<file path="src/rtl/timer8_apb_slave.sv">
// timer8_apb_slave: 8-bit prescaled up/down timer
// behind an APB-style register slave with wait states.
module timer8_apb_slave #(
  parameter int unsigned WAIT_STATES = 1
) (
  input  logic       clk,
  input  logic       rst_n,
  input  logic       psel,
  input  logic       penable,
  input  logic       pwrite,
  input  logic [7:0] paddr,
  input  logic [7:0] pwdata,
  output logic [7:0] prdata,
  output logic       pready,
  output logic       pslverr,
  output logic       tmr_ovf,
  output logic       tmr_udf
);

  typedef enum logic [1:0] {
    S_IDLE,
    S_WAIT,
    S_RESP
  } state_t;

  localparam logic [1:0] WS_LAST =
    (WAIT_STATES == 0) ? 2'd0 : 2'(WAIT_STATES - 1);
  localparam logic [7:0] TCR_MASK = 8'hB3;

  state_t     state;
  state_t     state_n;
  logic [1:0] wcnt;
  logic       access;
  logic       enter_resp;

  logic       hit_tdr;
  logic       hit_tcr;
  logic       hit_tsr;
  logic       hit_tcnt;
  logic       a_err;
  logic [7:0] a_rd;

  logic       w_q;
  logic       err_q;
  logic [1:0] a_q;
  logic [7:0] wd_q;
  logic [7:0] rd_q;

  logic       commit;
  logic       wr_tdr;
  logic       wr_tcr;
  logic       wr_tsr;

  logic [7:0] tdr;
  logic [7:0] tcr;
  logic [7:0] tcnt;
  logic       ovf;
  logic       udf;
  logic [3:0] presc;
  logic       run;
  logic       tap;
  logic       tick;
  logic       ovf_set;
  logic       udf_set;

  assign access = psel & penable;

  // APB state register
  always_ff @(posedge clk or negedge rst_n) begin
    if (!rst_n) state <= S_IDLE;
    else        state <= state_n;
  end

  // APB next-state: wait states, abort on dropped strobe
  always_comb begin
    state_n = state;
    unique case (state)
      S_IDLE: begin
        if (access)
          state_n = (WAIT_STATES == 0) ? S_RESP : S_WAIT;
      end
      S_WAIT: begin
        if (!access)
          state_n = S_IDLE;
        else if (wcnt == WS_LAST)
          state_n = S_RESP;
      end
      S_RESP:  state_n = S_IDLE;
      default: state_n = S_IDLE;
    endcase
  end

  // APB outputs are only non-zero during the response cycle
  always_comb begin
    pready  = 1'b0;
    prdata  = 8'h00;
    pslverr = 1'b0;
    if (state == S_RESP) begin
      pready  = 1'b1;
      prdata  = rd_q;
      pslverr = err_q;
    end
  end

  // Wait-state cycle counter
  always_ff @(posedge clk or negedge rst_n) begin
    if (!rst_n)                wcnt <= 2'd0;
    else if (state == S_WAIT)  wcnt <= wcnt + 2'd1;
    else                       wcnt <= 2'd0;
  end

  assign hit_tdr  = (paddr == 8'h00);
  assign hit_tcr  = (paddr == 8'h01);
  assign hit_tsr  = (paddr == 8'h02);
  assign hit_tcnt = (paddr == 8'h03);
  assign a_err    = ~(hit_tdr | hit_tcr | hit_tsr | hit_tcnt)
                  | (pwrite & hit_tcnt);

  // Register read mux
  always_comb begin
    a_rd = 8'h00;
    unique case (1'b1)
      hit_tdr:  a_rd = tdr;
      hit_tcr:  a_rd = tcr;
      hit_tsr:  a_rd = {6'b0, udf, ovf};
      hit_tcnt: a_rd = tcnt;
      default:  a_rd = 8'h00;
    endcase
  end

  assign enter_resp = (state != S_RESP)
                    & (state_n == S_RESP);

  // Capture the transfer as it enters the response cycle
  always_ff @(posedge clk or negedge rst_n) begin
    if (!rst_n) begin
      w_q   <= 1'b0;
      err_q <= 1'b0;
      a_q   <= 2'd0;
      wd_q  <= 8'h00;
      rd_q  <= 8'h00;
    end else if (enter_resp) begin
      w_q   <= pwrite;
      err_q <= a_err;
      a_q   <= paddr[1:0];
      wd_q  <= pwdata;
      rd_q  <= (pwrite | a_err) ? 8'h00 : a_rd;
    end
  end

  assign commit = (state == S_RESP) & w_q & ~err_q;
  assign wr_tdr = commit & (a_q == 2'd0);
  assign wr_tcr = commit & (a_q == 2'd1);
  assign wr_tsr = commit & (a_q == 2'd2);

  assign run = tcr[4] & ~tcr[7];

  // Prescaler tap selected by CKS
  always_comb begin
    tap = 1'b0;
    unique case (tcr[1:0])
      2'd0:    tap = presc[0];
      2'd1:    tap = &presc[1:0];
      2'd2:    tap = &presc[2:0];
      default: tap = &presc;
    endcase
  end

  assign tick    = run & tap;
  assign ovf_set = tick & ~tcr[5] & (tcnt == 8'hFF);
  assign udf_set = tick &  tcr[5] & (tcnt == 8'h00);

  // Prescaler free-runs only while counting is enabled
  always_ff @(posedge clk or negedge rst_n) begin
    if (!rst_n)   presc <= 4'd0;
    else if (run) presc <= presc + 4'd1;
    else          presc <= 4'd0;
  end

  // Counter: reload while LOAD, else step on each tick
  always_ff @(posedge clk or negedge rst_n) begin
    if (!rst_n)
      tcnt <= 8'h00;
    else if (tcr[7])
      tcnt <= tdr;
    else if (tick)
      tcnt <= tcr[5] ? tcnt - 8'd1 : tcnt + 8'd1;
  end

  // Software registers; a hardware flag set beats a clear
  always_ff @(posedge clk or negedge rst_n) begin
    if (!rst_n) begin
      tdr <= 8'h00;
      tcr <= 8'h00;
      ovf <= 1'b0;
      udf <= 1'b0;
    end else begin
      if (wr_tdr) tdr <= wd_q;
      if (wr_tcr) tcr <= wd_q & TCR_MASK;
      ovf <= ovf_set | (ovf & ~(wr_tsr & ~wd_q[0]));
      udf <= udf_set | (udf & ~(wr_tsr & ~wd_q[1]));
    end
  end

  assign tmr_ovf = ovf;
  assign tmr_udf = udf;

endmodule

</file>
<file path="config.mk">
export PLATFORM = sky130hd
export DESIGN_NAME = timer8_apb_slave
export DESIGN_NICKNAME = d
export VERILOG_FILES = /design/src/rtl/timer8_apb_slave.sv
export SDC_FILE = /design/constraint.sdc
export NUM_CORES = 1
export LEC_CHECK = 0
export CAP_MARGIN = 20
export CORE_ASPECT_RATIO = 0.6
export CORE_MARGIN = 10
export CORE_UTILIZATION = 55
export CTS_CLUSTER_SIZE = 28
export DETAILED_ROUTE_END_ITERATION = 12
export PLACE_DENSITY = 0.77
export RECOVER_POWER = 50
export SKIP_LAST_GASP = 1
export SLEW_MARGIN = 20
export SYNTH_ARGS = -nofsm -noshare
export SYNTH_HDL_FRONTEND = slang
export SYNTH_SLANG_ARGS = --single-unit
</file>
<file path="constraint.sdc">
create_clock -name clk -period 2.2 [get_ports clk]
set_input_delay 0.66 -clock clk [delete_from_list [all_inputs] [get_ports clk]]
set_output_delay 0.66 -clock clk [all_outputs]
set_load 0.01 [all_outputs]
</file>
Yosys cells after proc, flatten, opt, wreduce, memory -nomap -nowiden

Cells that the tools add are included.

Output and inout port bits: 12
Bits in registers: 51

Add/sub/neg operators: 4
Mux-type cells: 15
Reduce and logical (&&, ||, !) cells: 10
Eq/ne operators: 12
Bitwise logic cells: 33

Operators with widths:

| cell                | number |
|---|---|
| $mux 8              | 5 |
| $pmux 8 s4          | 1 |
| $and 1x1->1         | 18 |
| $eq 8x2->1 const B  | 2 |
| $logic_not 8->1     | 2 |
| $add 8x1->8 const B | 1 |
| $eq 2x2->1 const B  | 4 |
| $eq 8x1->1 const B  | 1 |
| $eq 8x8->1 const B  | 1 |
| $logic_not 2->1     | 4 |
| $mux 2              | 4 |
| $not 1->1           | 8 |
| $sub 8x1->8 const B | 1 |
| $or 1x1->1          | 7 |
| $eq 2x1->1 const B  | 3 |
| $add 4x1->4 const B | 1 |
| $mux 4              | 1 |
| $pmux 2 s2          | 1 |
| $reduce_and 4->1    | 1 |
| $pmux 1 s3          | 1 |
| $reduce_and 3->1    | 1 |
| $add 2x1->2 const B | 1 |
| $mux 1              | 2 |
| $ne 2x2->1 const B  | 1 |
| 2 further kinds     | 2 |

Depth between registers and ports, before layout

Gate-level depths: netlist of the first run.

Depth in word-level cells: 8
Depth in mapped cells: 8
Mapped depth without buffers: 7

Least setup slack after synthesis of the first run

OpenSTA, ideal clock, no wires.

Kind: flip-flop to flip-flop
From: reg tcr[5]
To: reg tcnt[7]
Data required time: 2.131 ns
Buffers on the path: 0
Data arrival time: 1.786 ns
Path slack: 0.345 ns
Stages on the path, launching flop included: 7
Cells stage by stage: dfrtp_1 > ha_1 > a21oi_2 > a211oi_1 > or3_1 > a211o_1 > nand3_1

Word-level cells in the longest chain between the ends: 3

RTL lines:

| item                     | line | text |
|---|---|---|
| start: declaration       | 55   | `logic [7:0] tcr;` |
| start signal: assignment | 199  | `if (wr_tcr) tcr <= wd_q & TCR_MASK;` |
| $mux 8                   | 187  | `tcnt <= tcr[5] ? tcnt - 8'd1 : tcnt + 8'd1;` |
| $mux 8                   | 186  | `else if (tick)` |
| $mux 8                   | 184  | `else if (tcr[7])` |
| end signal: assignment   | 185  | `tcnt <= tdr;` |
| end signal: assignment   | 187  |  |
| end: declaration         | 56   | `logic [7:0] tcnt;` |

No other way between the ends. The select of a mux whose other input is x is not followed.
A chain may end at the register's enable or synchronous reset.

Final worst setup path of the first run

From: reg state[1]
To: out pslverr

Word-level cells in the longest chain between the ends: 2

RTL lines:

| item                     | line | text |
|---|---|---|
| start: declaration       | 30   | `state_t state;` |
| start signal: assignment | 71   | `else state <= state_n;` |
| $eq 2x2->1               | 98   | `if (state == S_RESP) begin` |
| $mux 1                   | 98   |  |
| end: declaration         | 15   | `output logic pslverr,` |

No other way between the ends.

==> metrics, run 1 <==
worst slack at placement 18.5 ps; post-detail-place hpwl 4.37 mm; Async S/R FF share, synth 100%; HP Class flip-flop to flip-flop; H-tree levels 2; hold path start rd_q[3]$_DFFE_PN0P_; setup bufs post-CTS 0; 1st-pass router iterations 4; post-route minimum period about 2100 ps; CTS tree done; fill count around 400; Period Utilization, post-route 95.4%; top cell type's share of synthesized area 49.8%; # hold bufs at CTS 0; Synth-to-Final Area Change 17.6%; vias in the first global route 1910; crit end category output port; clock-pin slew on the worst setup and hold paths 80 ps; total nets after synthesis roughly 280; worst r2r dst tcnt[7]$_DFFE_PN0P_; FF-to-FF path depth 6; IO Pins 33; sequential element share of the synthesized area 49.8%; Root Buffer clkbuf_8; Clk Latency, worst-skew pair ~300 ps; Final ANT Viol Nets 0; Slew Limit Fails 0; status completed; Post-Synthesis Cells approximately 250; startpoint types flip-flop; number of setup violations in the final report 0; total global-route track usage 15.3%; post-DR vias/cell 5.49; wirelength, routed ~5.7 mm; syn avg cell area between 10 and 15 µm²; cell taking the most area after synthesis dfrtp_1; largest net degree at the start of global routing 52; Hold Path Depth 2; Fin. Hold Viols 0; # port buffers 32; Leakage 1.44 nW; 1st-iter DRT viols between 150 and 200; RSZ-0062 raised after global routing no; n_diodes 0; DIE HEIGHT 72.9 µm; WS Path Type flip-flop to output port; YS warnings 0; r2r setup slk approximately 190 ps; Synth Cell Area 0.00256 mm²; Max clock buf depth 2; Starting Density 56.4%; Tightest Pin Transition about 1200 ps; Worst Path Required approximately 1500 ps; die area just under 0.008 mm²; Worst Hold End rd_q[3]$_DFFE_PN0P_; Pwr Density 592 mW/mm²; initial antenna violation count 0; EDFF count, synth 0; Final #Nets 319; Worst Clk Skew just under 6 ps; share of layout cells above drive strength 1 11.8%; Die W approximately 110 µm; Placer Congestion 0.965; Worst Path Max Fanout 10; Most used DFF post-synth dfrtp_1; drt drc 0; GR Overflow Total 0; worst r2r src tcr[5]$_DFFE_PN0P_; Setup TNS 0 ps; max-cap viol count 0; Critical Path AT ~1400 ps; Synth cell types 41; VDD IR-drop max between 0.3 and 0.4 mV; final hold slack 476 ps; total CTS buffers 5; Final WS setup 102 ps; Area contributors post-synth dfrtp_1, nand2_1, mux2_2, ha_1, o21ai_0; # clock sinks 51; Core ar. 0.00454 mm²; via count 1923; first-pass GRT wire length 9.63 mm; number of core rows 19; Avg WL per Cell 16.3 µm; Slew headroom around a fifth; Achievable Freq 0.477 GHz; Yosys reg bits 51
registers in the layout, indices dropped and copies added, names as in the netlist:
signal and cells:
rd_q 8, tcnt 8, tdr 8, wd_q 8, tcr 5, presc 4, a_q 2, state 2
wcnt 2, err_q 1, tmr_ovf 1, tmr_udf 1, w_q 1
how the worst max path moves through the flow:
stage | slack (ps) | end | startpoint | cells past startpoint
after CTS | 100 | pslverr | state[1]$_DFF_PN0_ | 4
after floorplan | 340 | tcnt[7]$_DFFE_PN0P_ | tcr[5]$_DFFE_PN0P_ | 6
after detailed placement | 20 | rd_q[7]$_DFFE_PN0P_ | paddr[5] | 5
after global placement | 90 | rd_q[0]$_DFFE_PN0P_ | paddr[5] | 5
after global routing | 30 | prdata[5] | state[1]$_DFF_PN0_ | 4
final | 100 | pslverr | state[1]$_DFF_PN0_ | 4
worst max-delay path: stages (launching register included):
cell	delay [ps]
dfrtp_1	420
nor2b_1	140
buf_4	150
and2_1	140
dlygate4sd2_1	280
Yosys cell counts (2+ instances only):
cell,instances
a211oi_1,3
a21oi_1,3
a221o_1,5
a22oi_1,9
and2_1,12
buf_2,2
clkbuf_1,7
dfrtp_1,51
ha_1,9
inv_1,11
mux2_2,15
mux4_2,2
nand2_1,53
nand3_1,6
nor2_1,13
nor2b_1,4
nor3_1,2
nor4_1,3
o21a_1,3
o21ai_0,16
or3_1,2
xnor2_1,2
layout by cell type (no fill, tap or decap), types with 2 or more instances in the layout:
cell type	Yosys	final
a22oi_1	9	9
dlygate4sd2_1	0	10
mux4_2	2	2
o21a_1	3	3
a21oi_1	3	3
clkdlybuf4s50_1	0	21
xnor2_1	2	2
inv_1	11	11
and2_1	12	10
dfrtp_1	51	50
a211oi_1	3	3
ha_1	9	9
and2_0	0	2
mux2_2	15	15
or3_1	2	2
buf_4	0	6
o21ai_0	16	16
a221o_1	5	5
nor3_1	2	2
clkbuf_8	0	5
nor2b_1	4	4
nor4_1	3	3
nor2_1	13	13
nand2_1	53	53
nand3_1	6	6
through the flow:
stage	util, %	cell area [µm²]	total power [mW]	instances
2_1_floorplan	-	2560	1.20	252
3_3_place_gp	65.2	2960	1.30	344
4_1_cts	66.5	3020	1.79	350
5_1_grt	66.4	3010	1.87	350
3_5_place_dp	65.2	2960	1.32	344
6_report	66.4	3010	1.78	350
metal layers:
metal / GRT usage [%] / vias up / wire length [µm]
met5: 0 / - / 0
met4: 3.83 / 0 / 34
met3: 4.85 / 6 / 620
met2: 22.0 / 71 / 2330
met1: 21.7 / 900 / 2710
li1: - / 946 / -
repair_timing:
item | 4_1_cts | 5_1_grt
endpoints found under the setup margin | 10 | 1
gates resized for setup | 10 | 1
endpoints found under the hold margin | 0 | 0
logic make-up (layout without fill, tap and decap cells):
| logic type | count (synthesis) | in the layout | synth area share [%] |
|---|---|---|---|
| AND/OR/NAND/NOR | 102 | 102 | 19.1 |
| AO/OA/AOI/OAI | 47 | 47 | 12.7 |
| XOR/XNOR | 3 | 3 | 1.03 |
| buffers and inverters | 21 | 56 | 3.47 |
| adder cells (fa/ha/maj) | 10 | 10 | 5.18 |
| flip-flops | 51 | 51 | 49.8 |
| multiplexers | 18 | 18 | 8.74 |
area by class of cell:
| cell class | instances | area (µm²) | area share (%) |
|---|---|---|---|
| clock buffers | 6 | 72.6 | 2.41 |
| inverters | 11 | 41.3 | 1.37 |
| multi-input cells | 180 | 1190 | 39.5 |
| flip-flops and latches | 51 | 1280 | 42.4 |
| well taps | 63 | 78.8 | 2.62 |
| repair buffers | 39 | 353 | 11.7 |
report_power, final:
part / switching [mW] / internal, mW / total [mW] / leakage [nW]
Combinational: 0.0957 / 0.0981 / 0.194 / 0.709
Sequential: 0.0810 / 1.02 / 1.10 / 0.691
Clock: 0.277 / 0.212 / 0.489 / 0.0371
Total: 0.454 / 1.33 / 1.78 / 1.44
(Power assumes the default switching activity.)
==> run 2: changes to the inputs <==
SLEW_MARGIN = not set   (was 20)
==> results of run 2 <==
No change in the layout: final DEF, timing and power equal those of run 1.
==> run 3: changes to the inputs <==
CTS_BUF_LIST = sky130_fd_sc_hd__clkbuf_8   (was not set)
SLEW_MARGIN = 20   (was not set)
==> run 3 against run 2 <==
Design area unchanged. Via count unchanged. Global-route usage unchanged. Register-to-register slack about the same. First-iteration DRC count unchanged. Sequential share of layout area unchanged. Critical endpoint unchanged. Largest power group unchanged.
==> metrics, run 3 (same netlist as run 1, synthesis figures left out) <==
Slew Limit Fails 0; 1st-iter DRT viols 172; Root Buffer clkbuf_8; Critical Path AT 1440 ps; Core ar. 0.00454 mm²; Final Cell Area 0.00301 mm²; hold path start rd_q[3]$_DFFE_PN0P_; Worst Path Required 1540 ps; # hold bufs at CTS 0; Final WS setup 102 ps; Avg WL per Cell 16.3 µm; clock-pin slew on the worst setup and hold paths 80 ps; Worst Path Max Fanout 10; Int Pwr between 1 and 1.5 mW; number of setup violations in the final report 0; GR Overflow Total 0; IO Pins 33; final hold slack ~480 ps; vias in the first global route 1910; Pwr Density just under 600 mW/mm²; n_diodes 0; VDD IR-drop max roughly 0.38 mV; Leakage 1.44 nW; Max clock buf depth 2; wirelength, routed 5.69 mm; Achievable Freq 0.477 GHz; Clk Latency, worst-skew pair 300 ps; Final ANT Viol Nets 0; fin cells 350; largest net degree at the start of global routing 52; Placer Congestion between 0.9 and 1; RSZ-0062 raised after global routing no; die area between 0.007 and 0.008 mm²; status completed; worst slack at placement 18.5 ps; Worst Clk Skew 5.97 ps; Synth-to-Final Area Change 17.6%; DP Area about 0.0030 mm²; Final Total Pwr roughly 1.8 mW; Period Utilization, post-route 95.4%; post-detail-place hpwl 4.37 mm; most frequent cells in the layout nand2_1, dfrtp_1, clkdlybuf4s50_1; Starting Density 56.4%; Net Switching 454 µW; final design utilization 66.4%; commonest non-fill, non-tap cell in the layout nand2_1; worst r2r src tcr[5]$_DFFE_PN0P_; Setup TNS 0 ps; worst r2r dst tcnt[7]$_DFFE_PN0P_; Hold Path Depth 2; initial antenna violation count 0; total global-route track usage 15.3%; number of core rows 19; WS Path Type flip-flop to output port; Gate power share 10.9%; Tightest Pin Transition 1220 ps; Final #Nets 319; startpoint types flip-flop; post-route minimum period 2100 ps; via count 1923; r2r setup slk 190 ps; total CTS buffers 5; # port buffers 32; Sw Ratio 25.5%; max-cap viol count 0; CTS tree done; Worst Hold End rd_q[3]$_DFFE_PN0P_; HP Class flip-flop to flip-flop; FF-to-FF path depth 6; Slew headroom 18.9%; 1st-pass router iterations 4; Placed Cells 344; # clock sinks between 50 and 60; H-tree levels 2; DIE HEIGHT between 70 and 80 µm; first-pass GRT wire length 9.63 mm; Fin. Hold Viols 0; clock power share ~27%; Seq pwr share 61.9%; drt drc 0; post-DR vias/cell 5.49; Die W ~110 µm; share of layout cells above drive strength 1 11.8%; crit end category output port
run 3: worst max-delay path by stage:
stage                  startpoint             endpoint  slack [ps]  cells past startpoint
2_1_floorplan  tcr[5]$_DFFE_PN0P_  tcnt[7]$_DFFE_PN0P_         340                      6
3_3_place_gp             paddr[5]  rd_q[0]$_DFFE_PN0P_          90                      5
3_5_place_dp             paddr[5]  rd_q[7]$_DFFE_PN0P_          20                      5
4_1_cts        state[1]$_DFF_PN0_              pslverr         100                      4
5_1_grt        state[1]$_DFF_PN0_            prdata[5]          30                      4
6_report       state[1]$_DFF_PN0_              pslverr         100                      4
run 3: metal layers:
| metal | track usage (%) | wire length [µm] | vias to the layer above |
|---|---|---|---|
| li1 | - | - | 946 |
| met3 | 4.85 | 620 | 6 |
| met5 | 0 | 0 | - |
| met2 | 22.0 | 2330 | 71 |
| met1 | 21.7 | 2710 | 900 |
| met4 | 3.83 | 34 | 0 |
run 3: power by group through the flow:
stage | Combinational, mW | Clock [mW] | Sequential, mW
after floorplan | 0.119 | 0 | 1.09
after global placement | 0.190 | 0 | 1.11
after detailed placement | 0.200 | 0 | 1.12
after CTS | 0.200 | 0.491 | 1.10
after global routing | 0.224 | 0.536 | 1.11
final | 0.194 | 0.485 | 1.10
run 3: final cells by class:
cell class / count / area (µm²)
Fill cell: 393 / 1530
Sequential cell: 51 / 1280
Multi-Input combinational cell: 180 / 1190
Timing Repair Buffer: 39 / 353
Tap cell: 63 / 78.8
Clock buffer: 5 / 68.8
Inverter: 11 / 41.3
Clock inverter: 1 / 3.75
run 3: critical path, cell delays in order (launching register included):
cell	delay (ps)
dfrtp_1	420
nor2b_1	140
buf_4	150
and2_1	140
dlygate4sd2_1	280
run 3: timing repair:
action	4_1_cts	5_1_grt
setup buffers	0	0
gates resized for setup	10	1
setup endpoints to repair	10	1
